## src/rtl/fas_issue_ctrl.sv

```systemverilog
// -----------------------------------------------------------------------------
// fas_issue_ctrl
//
// Purpose:
//   This block shares one fixed-latency float add/sub pipeline between two
//   requesters. The pipeline has a valid strobe only and cannot stall.
//   - Round-robin arbitration picks which requester issues each cycle.
//   - The selected operands are registered onto the pipeline inputs.
//   - Owner and tag of each in-flight op travel down a shift register whose
//     length matches the pipeline latency.
//   - Each returning result is steered to the requester that issued it.
//   - A per-requester limit on outstanding ops replaces result backpressure,
//     because the response ports have no ready signal.
//
// Parameters:
//   LAT      Cycles from fas_enable to the matching fas_valid. Legal: 1..16.
//   MAX_OUT  Maximum ops outstanding per requester. Legal: 1..15.
//   TAG_W    Width of the requester tag carried with each op.
//
// Ports:
//   clk, rst                      Clock (rising edge). Synchronous active-high reset.
//   reqN_valid/ready              Operand handshake for requester N (N = 0, 1).
//   reqN_a/b/sub/tag              Operands, op select (1 = A-B) and tag.
//   fas_enable/a/b/sub            Issue strobe and operands to the pipeline.
//   fas_valid/result              Result strobe and value from the pipeline.
//   rspN_valid/data/tag           One-cycle result pulse to requester N.
//   busy                          High while any op is issued, in flight, or
//                                 its response is pending.
//   seq_err                       Sticky. fas_valid and the tracked slot disagreed.
//
// Optional build macro FAS_CTRL_PERF_EN:
//   When defined, this adds saturating 16-bit counters:
//     perf_issue0, perf_issue1  Grants per requester.
//     perf_conflict             Cycles in which both requesters are valid.
// -----------------------------------------------------------------------------
module fas_issue_ctrl #(
  parameter int LAT     = 4,
  parameter int MAX_OUT = 4,
  parameter int TAG_W   = 4
) (
  input  logic             clk,
  input  logic             rst,
  input  logic             req0_valid,
  output logic             req0_ready,
  input  logic [31:0]      req0_a,
  input  logic [31:0]      req0_b,
  input  logic             req0_sub,
  input  logic [TAG_W-1:0] req0_tag,
  input  logic             req1_valid,
  output logic             req1_ready,
  input  logic [31:0]      req1_a,
  input  logic [31:0]      req1_b,
  input  logic             req1_sub,
  input  logic [TAG_W-1:0] req1_tag,
  output logic             fas_enable,
  output logic [31:0]      fas_a,
  output logic [31:0]      fas_b,
  output logic             fas_sub,
  input  logic             fas_valid,
  input  logic [31:0]      fas_result,
  output logic             rsp0_valid,
  output logic [31:0]      rsp0_data,
  output logic [TAG_W-1:0] rsp0_tag,
  output logic             rsp1_valid,
  output logic [31:0]      rsp1_data,
  output logic [TAG_W-1:0] rsp1_tag,
  output logic             busy,
  output logic             seq_err
`ifdef FAS_CTRL_PERF_EN
  ,
  output logic [15:0]      perf_issue0,
  output logic [15:0]      perf_issue1,
  output logic [15:0]      perf_conflict
`endif
);

  localparam int CNT_W = $clog2(MAX_OUT + 1);
  localparam logic [CNT_W-1:0] MAX_CNT = CNT_W'(MAX_OUT);
  localparam logic [CNT_W-1:0] CNT_ONE = CNT_W'(1);

  // Outstanding-op counters and round-robin state.
  // last_gnt_reg = 1 means requester 1 was granted last.
  logic [CNT_W-1:0] out0_reg, out0_next;
  logic [CNT_W-1:0] out1_reg, out1_next;
  logic             last_gnt_reg;

  // Owner and tag of the op currently on the fas_* outputs.
  // Slot 0 captures them in the same cycle that fas_enable is high.
  logic             issue_owner_reg;
  logic [TAG_W-1:0] issue_tag_reg;

  // Tracking shift register. Slot LAT-1 lines up with fas_valid.
  logic [LAT-1:0]       slot_vld_reg, slot_vld_next;
  logic [LAT-1:0]       slot_owner_reg, slot_owner_next;
  logic [LAT*TAG_W-1:0] slot_tag_reg, slot_tag_next;

  logic             last_vld;
  logic             last_owner;
  logic [TAG_W-1:0] last_tag;
  logic             ret0, ret1;
  logic             elig0, elig1;
  logic             cand0, cand1;
  logic             gnt0, gnt1;
  logic             dec0, dec1;

  assign last_vld   = slot_vld_reg[LAT-1];
  assign last_owner = slot_owner_reg[LAT-1];
  assign last_tag   = slot_tag_reg[(LAT-1)*TAG_W +: TAG_W];

  // A "return" is the tracked op leaving the last slot. The counter is freed
  // even when fas_valid is missing. Otherwise a lost result would leak a
  // credit forever.
  assign ret0 = last_vld & ~last_owner;
  assign ret1 = last_vld &  last_owner;

  // At the limit, a same-cycle return frees a credit for the new op.
  assign elig0 = (out0_reg < MAX_CNT) | ((out0_reg == MAX_CNT) & ret0);
  assign elig1 = (out1_reg < MAX_CNT) | ((out1_reg == MAX_CNT) & ret1);

  // Only an eligible requester can contest arbitration. An ineligible one
  // therefore never blocks the other requester.
  assign cand0 = req0_valid & elig0;
  assign cand1 = req1_valid & elig1;

  assign req0_ready = elig0 & (~cand1 |  last_gnt_reg);
  assign req1_ready = elig1 & (~cand0 | ~last_gnt_reg);

  assign gnt0 = req0_valid & req0_ready;
  assign gnt1 = req1_valid & req1_ready;

  assign dec0 = ret0 & (out0_reg != '0);
  assign dec1 = ret1 & (out1_reg != '0);

  always_comb begin
    out0_next = out0_reg;
    out1_next = out1_reg;
    if (gnt0 && !dec0) begin
      out0_next = out0_reg + CNT_ONE;
    end else if (!gnt0 && dec0) begin
      out0_next = out0_reg - CNT_ONE;
    end
    if (gnt1 && !dec1) begin
      out1_next = out1_reg + CNT_ONE;
    end else if (!gnt1 && dec1) begin
      out1_next = out1_reg - CNT_ONE;
    end
  end

  always_ff @(posedge clk) begin
    if (rst) begin
      out0_reg     <= '0;
      out1_reg     <= '0;
      last_gnt_reg <= 1'b1;
    end else begin
      out0_reg <= out0_next;
      out1_reg <= out1_next;
      if (gnt0) begin
        last_gnt_reg <= 1'b0;
      end else if (gnt1) begin
        last_gnt_reg <= 1'b1;
      end
    end
  end

  // Issue register. The operand outputs hold their last value when idle.
  always_ff @(posedge clk) begin
    if (rst) begin
      fas_enable      <= 1'b0;
      fas_a           <= '0;
      fas_b           <= '0;
      fas_sub         <= 1'b0;
      issue_owner_reg <= 1'b0;
      issue_tag_reg   <= '0;
    end else begin
      fas_enable <= gnt0 | gnt1;
      if (gnt0) begin
        fas_a           <= req0_a;
        fas_b           <= req0_b;
        fas_sub         <= req0_sub;
        issue_owner_reg <= 1'b0;
        issue_tag_reg   <= req0_tag;
      end else if (gnt1) begin
        fas_a           <= req1_a;
        fas_b           <= req1_b;
        fas_sub         <= req1_sub;
        issue_owner_reg <= 1'b1;
        issue_tag_reg   <= req1_tag;
      end
    end
  end

  // Shift sources. Slot 0 is fed from the issue register. Every later slot
  // is fed from its predecessor.
  for (genvar gi = 0; gi < LAT; gi++) begin : g_slot
    if (gi == 0) begin : g_head
      assign slot_vld_next[0]           = fas_enable;
      assign slot_owner_next[0]         = issue_owner_reg;
      assign slot_tag_next[0 +: TAG_W]  = issue_tag_reg;
    end else begin : g_shift
      assign slot_vld_next[gi]                 = slot_vld_reg[gi-1];
      assign slot_owner_next[gi]               = slot_owner_reg[gi-1];
      assign slot_tag_next[gi*TAG_W +: TAG_W]  = slot_tag_reg[(gi-1)*TAG_W +: TAG_W];
    end
  end

  always_ff @(posedge clk) begin
    if (rst) begin
      slot_vld_reg   <= '0;
      slot_owner_reg <= '0;
      slot_tag_reg   <= '0;
    end else begin
      slot_vld_reg   <= slot_vld_next;
      slot_owner_reg <= slot_owner_next;
      slot_tag_reg   <= slot_tag_next;
    end
  end

  // Result routing. The data and tag registers of a requester are updated
  // only when that requester receives a result.
  always_ff @(posedge clk) begin
    if (rst) begin
      rsp0_valid <= 1'b0;
      rsp0_data  <= '0;
      rsp0_tag   <= '0;
      rsp1_valid <= 1'b0;
      rsp1_data  <= '0;
      rsp1_tag   <= '0;
      seq_err    <= 1'b0;
    end else begin
      rsp0_valid <= fas_valid & ret0;
      rsp1_valid <= fas_valid & ret1;
      if (fas_valid && ret0) begin
        rsp0_data <= fas_result;
        rsp0_tag  <= last_tag;
      end
      if (fas_valid && ret1) begin
        rsp1_data <= fas_result;
        rsp1_tag  <= last_tag;
      end
      // Set on a result without a tracked op, or a tracked op without a result.
      if (fas_valid != last_vld) begin
        seq_err <= 1'b1;
      end
    end
  end

  assign busy = (|slot_vld_reg) | fas_enable | rsp0_valid | rsp1_valid;

`ifdef FAS_CTRL_PERF_EN
  always_ff @(posedge clk) begin
    if (rst) begin
      perf_issue0   <= '0;
      perf_issue1   <= '0;
      perf_conflict <= '0;
    end else begin
      if (gnt0 && perf_issue0 != 16'hFFFF) begin
        perf_issue0 <= perf_issue0 + 16'd1;
      end
      if (gnt1 && perf_issue1 != 16'hFFFF) begin
        perf_issue1 <= perf_issue1 + 16'd1;
      end
      if (req0_valid && req1_valid && perf_conflict != 16'hFFFF) begin
        perf_conflict <= perf_conflict + 16'd1;
      end
    end
  end
`endif

endmodule

```

## config.mk

```make
export PLATFORM = sky130hd
export DESIGN_NAME = fas_issue_ctrl
export DESIGN_NICKNAME = d
export VERILOG_FILES = /design/src/rtl/fas_issue_ctrl.sv
export SDC_FILE = /design/constraint.sdc
export NUM_CORES = 1
export LEC_CHECK = 0
export ABC_AREA = 1
export CAP_MARGIN = 15
export CORE_MARGIN = 2
export CORE_UTILIZATION = 43
export DETAILED_ROUTE_END_ITERATION = 8
export PLACE_DENSITY = 0.9
export REMOVE_ABC_BUFFERS = 1
export SYNTH_ARGS = -nofsm -noshare
export SYNTH_HDL_FRONTEND = slang
export SYNTH_SLANG_ARGS = --single-unit
```

## constraint.sdc

```tcl
create_clock -name clk -period 3.03 [get_ports clk]
set_clock_uncertainty 0.2 [all_clocks]
set_input_delay 0.606 -clock clk [delete_from_list [all_inputs] [get_ports clk]]
set_output_delay 0.606 -clock clk [all_outputs]
set_load 0.05 [all_outputs]
```

==> results.tsv <==
stage	metric	value	unit
placed_design	dp_hpwl	16300	microns
worst_setup_path	r2r_start	slot_vld_reg[3]	
floorplanning	die-area	19300	sq um
drt	wl_per_cell	14.0	microns
logic_synthesis	synth_simple_gate_area_share	37.6	%
worst_hold_path	hold_path_startpoint	slot_tag_reg[5]	
worst_setup_path	end_kind	output port	
worst_hold_path	hp-class	reg2reg	
logic_synthesis	synth.distinct_cells	24	
finish	drive_gt1_share	4.29	%
clock_tree	htreeDepth	4	
finish	num-nets-final	1587	
drt	drt-total-wl	23200	microns
timing	rsz0062_at_grt	false	
worst_setup_path	r2r_end	out1_reg[2]	
clock_tree	cts_setup_buffers	0	
worst_hold_path	min_to	slot_tag_reg[9]	
floorplanning	die_x	139	microns
placed_design	port_buffers	318	
logic_synthesis	yosysTopAreaCell	dfxtp_1	
status	status	complete, no violations	
floorplanning	core	17900	sq um
pwr	power.density	610	nW/um^2
drt	drc	0	
global_route	antenna_found_initial	1	
timing	period_share	88.5	%
drt	drt_iter0_drc	439	
global_route	grt_use_total	23.5	%
flow_run	cap_viol_max_count	0	
clock_tree	cts_buffer_depth	2	
logic_synthesis	synthXorXnorAreaFrac	0.336	%
timing	tns	0	ns
logic_synthesis	synthesis.yosys.warnings	0	
timing	slew-limit-headroom	50.8	%
clock_tree	cts_hold_buf	0	
placed_design	place.gp.congestion	0.818	
floorplanning	initial_core_util	43.7	%
logic_synthesis	synth_top_family_by_area	simple AND/OR/NAND/NOR gates	
floorplanning	ios	319	
timing	slew_viol_final	0	
pwr	ir_worst_vdd	385	uV
logic_synthesis	seq_area_frac_synth	45.3	%
worst_setup_path	cp_data_required_time	2.22	ns
logic_synthesis	muxShareOfSynthArea	0	%
worst_hold_path	whs_path_depth	2	
worst_setup_path	ff2ff_setup_slack	0.63	ns
drt	via_count	8007	
finish	layout_common_cells	clkdlybuf4s50_1 (314), nand2_1 (297), nor2_1 (228)	
worst_setup_path	reg2reg_depth	13	
worst_setup_path	cp_max_fo	4	
logic_synthesis	yosysTopAreaCellShare	45.3	%
global_route	grt_max_degree	102	
logic_synthesis	synth_fa_ha_area_share	0.831	%
global_route	grt_pass1_vias	7596	
finish	syn_to_final_growth	48.6	%
drt	dr.pass1.iters	5	
floorplanning	die_h	139	microns
timing	tightest_slew	0.737	ns
clock_tree	cts_buffers	17	
clock_tree	clock_latency	0.42	ns
global_route	grt_pass1_wl	37200	microns
logic_synthesis	ys_ff_latch	177	
logic_synthesis	synth_compound_area_share	5.56	%
timing	fmax	0.373	GHz
pwr	p_leak	4.99	nW
worst_setup_path	arrival	1.88	ns
timing	worst_hold_slack	0.193	ns
clock_tree	clock-sinks	177	
drt	postRouteAntennaNets	0	
clock_tree	cts.repair.resized	0	
finish	final_common_cell	clkdlybuf4s50_1	
logic_synthesis	synth_area	7830	sq um
worst_setup_path	crit_type	reg2out	
logic_synthesis	synth_cells	1133	
logic_synthesis	syn_area_per_cell	6.91	sq um
clock_tree	cts-root-buf	clkbuf_16	
clock_tree	clkTransAtPathRegs	0.07	ns
timing	setup_viol	0	
timing	finalHoldViolCount	0	
worst_setup_path	startpoint_type	flop	
logic_synthesis	synth_area_leaders	dfxtp_1 (45%), nand2_1 (14%), nor2_1 (11%)	
global_route	gr-total-overflow	0	
timing	layout_min_cycle_time	2.68	ns
drt	routed_via_density	4.85	
floorplanning	num_rows	49	
clock_tree	tritoncts	yes	
-- kinds of logic (layout without fill, tap and decap cells) --
family / Yosys count / after routing
AO/OA/AOI/OAI: 87 / 87
XOR/XNOR: 3 / 3
adder cells (fa/ha/maj): 4 / 4
buffers and inverters: 182 / 470
flip-flops: 177 / 177
other: 0 / 1
AND/OR/NAND/NOR: 680 / 680
-- per-stage QoR --
stage | total power (W) | utilization (%) | setup WS (ns) | cells | instance area (sq um)
global placement | 0.00492 | 61.7 | 0.243 | 1618 | 11000
finish | 0.00709 | 65.0 | 0.348 | 1651 | 11600
floorplan | 0.00410 | - | -1.29 | 1056 | 7400
CTS | 0.00716 | 65.0 | 0.278 | 1650 | 11600
global route | 0.00748 | 65.0 | 0.229 | 1651 | 11600
detailed placement | 0.00497 | 61.7 | 0.202 | 1618 | 11000
-- worst max-delay path: stages (launching register included) --
cell and delay, ns:
dfxtp_1 0.45, nor2_1 0.08, nand4_1 0.09, clkdlybuf4s50_1 0.84
-- synthesized netlist by cell type, drive strengths merged --
| master | number |
|---|---|
| dfxtp | 177 |
| nand3b | 65 |
| nor2 | 229 |
| nand3 | 78 |
| and2 | 1 |
| fa | 2 |
| clkbuf | 28 |
| nand2 | 301 |
| nand4 | 5 |
| ha | 2 |
| nor3 | 1 |
| o21ai | 8 |
| a21oi | 79 |
| buf | 49 |
| inv | 105 |
| xor2 | 3 |
-- metal layers --
| metal | track usage, % | vias to the layer above | part of all wire (%) |
|---|---|---|---|
| met4 | 7.39 | 0 | 1.8 |
| li1 | - | 4053 | - |
| met1 | 26.2 | 3605 | 39 |
| met2 | 40.1 | 318 | 48 |
| met5 | 0 | - | 0 |
| met3 | 10.9 | 31 | 12 |
-- worst max-delay path by stage --
stage / startpoint / end / slack (ns) / depth (start not counted)
3_5_place_dp: req1_valid / out0_reg[2] / 0.20 / 13
3_3_place_gp: req1_valid / out0_reg[2] / 0.24 / 13
6_report: slot_vld_reg[3] / busy / 0.35 / 3
5_1_grt: slot_vld_reg[3] / busy / 0.23 / 3
4_1_cts: slot_vld_reg[3] / busy / 0.28 / 3
2_1_floorplan: slot_vld_reg[3] / issue_tag_reg[0] / -1.29 / 9
-- report_power, final --
group / internal [W] / switching [W]
logic: 0.000858 / 0.00142
registers: 0.00253 / 0.000102
clock network: 0.00112 / 0.00106
-- cell type report --
cell class                      count  area (sq um)
Clock inverter                     14           163
Inverter                          105           394
Sequential cell                   177          3540
Timing Repair Buffer              333          3350
Multi-Input combinational cell    774          3470
Fill cell                        1478          6270
Antenna cell                        1          2.50
Clock buffer                       18           429
Tap cell                          229           287
Power figures use the tool's default switching activity.
==> edit: new RTL, config.mk and constraints unchanged <==
Take the reset off `slot_tag_reg` and load it in a clocked block of its own.
--- a/src/rtl/fas_issue_ctrl.sv
+++ b/src/rtl/fas_issue_ctrl.sv
@@ -207,12 +207,14 @@
     if (rst) begin
       slot_vld_reg   <= '0;
       slot_owner_reg <= '0;
-      slot_tag_reg   <= '0;
     end else begin
       slot_vld_reg   <= slot_vld_next;
       slot_owner_reg <= slot_owner_next;
-      slot_tag_reg   <= slot_tag_next;
-    end
+    end
+  end
+
+  always_ff @(posedge clk) begin
+    slot_tag_reg <= slot_tag_next;
   end
 
   // Result routing. The data and tag registers of a requester are updated
Behaviour: no difference found for any inputs over 4 cycles, from zero or initial values and one cycle with rst high; that may be too few to reach the edited logic, so the function may still have changed.
==> edit against the original RTL <==
Total power is 0.18% lower; utilization grew 1.4 points; sequential cell count unchanged; cell count down 2.0%; routed wire length is 1.4% lower; synthesized area fell by 2.1%; setup slack better by 0.031 ns; final area shrank 0.99%.
==> edit: results <==
export IMPL_antenna_cells=0
export IMPL_min_from="slot_tag_reg[2]"
export IMPL_synth_cells=1108
export IMPL_grt_pass1_wl_um=34800
export IMPL_outcome="finished clean"
export IMPL_vias=7856
export IMPL_cts_buffer_depth=2
export IMPL_holdPathEnd="slot_tag_reg[6]"
export IMPL_drt_wl_total_um=22900
export IMPL_ys_seq_area_frac=0.463
export IMPL_crit_arrival_ns=1.84
export IMPL_cts_htree_levels=4
export IMPL_async_flop_share=0
export IMPL_r2r_setup_slack_ns=0.61
export IMPL_hold_class="register to register"
export IMPL_path_max_fanout=3
export IMPL_dpl_cell_area_um2=10900
export IMPL_layout_drive_gt1_share=0.0409
export IMPL_gr_usage_all_layers=0.233
export IMPL_routedWlPerCell_um=14.1
export IMPL_yosys_top_cells_area="dfxtp_1 46%, nand2_1 14%, nor2_1 11%"
export IMPL_grt_pass1_vias=7230
export IMPL_hpwl_um=16000
export IMPL_gp_congestion=0.816
export IMPL_relSlewSlack=0.432
export IMPL_ir_drop_v=0.000425
export IMPL_yosys_warnings=0
export IMPL_finalNetCount=1559
export IMPL_leakage_nw=4.94
export IMPL_grt_max_degree=107
export IMPL_holdPathStages=0
export IMPL_drt_initial_drc_count=368
export IMPL_rr_startpoint="out0_reg[0]"
export IMPL_synth_common_cells="294 x nand2_1, 223 x nor2_1, 177 x dfxtp_1"
export IMPL_clkSlewWorstSetupHoldPaths_ns=0.07
export IMPL_post_cts_buffers=0
==> edit: final cells by class <==
type	instances	area (um2)
Multi-Input combinational cell	762	3430
Sequential cell	177	3540
Timing Repair Buffer	330	3330
Tap cell	225	282
Clock inverter	14	145
Clock buffer	18	439
Inverter	92	345
Fill cell	1414	5840
==> edit: cells by family (layout without fill, tap and decap cells) <==
group | count (synthesis) | in the layout | share of synthesized area
xor gates and xnor gates | 3 | 3 | 0.00343
DFF | 177 | 177 | 0.463
buffers and inverters | 169 | 454 | 0.0910
and+or+nand+nor | 667 | 667 | 0.377
AOI/OAI and AO/OA | 88 | 88 | 0.0575
adders and majority gates | 4 | 4 | 0.00849
==> edit: worst max-delay path by stage <==
stage,startpoint,to,cells past startpoint
after floorplan,slot_vld_reg[3],fas_a[0],9
after global placement,req1_valid,fas_a[8],10
after detailed placement,req0_valid,out1_reg[2],13
after CTS,fas_enable,busy,3
after global routing,fas_enable,busy,3
final,fas_enable,busy,3
==> edit: layer usage <==
metal,vias up,track usage,share of wire
li1,3968,-,-
met1,3516,0.254,0.38
met2,336,0.404,0.48
met3,34,0.105,0.12
met4,2,0.0762,0.021
met5,-,0,0.00070
==> edit: critical path, stage by stage, from the launching register on <==
cell and delay [ns]:
dfxtp_1 0.33, nor3_1 0.25, nand4_1 0.11, clkdlybuf4s50_1 0.73
==> edit: power breakdown <==
part / internal (mW) / switching [mW] / total (mW)
logic: 0.862 / 1.41 / 2.28
clock network: 1.12 / 1.01 / 2.12
registers: 2.57 / 0.115 / 2.68
==> edit: stage by stage <==
stage               utilization  setup slack (ns)  hold WS, ns
floorplan                     -             -2.67        0.110
detailed placement        0.630             0.121        0.113
global placement          0.630             0.241        0.110
finish                    0.663             0.379        0.128
CTS                       0.663             0.336        0.131
global route              0.663             0.280        0.129
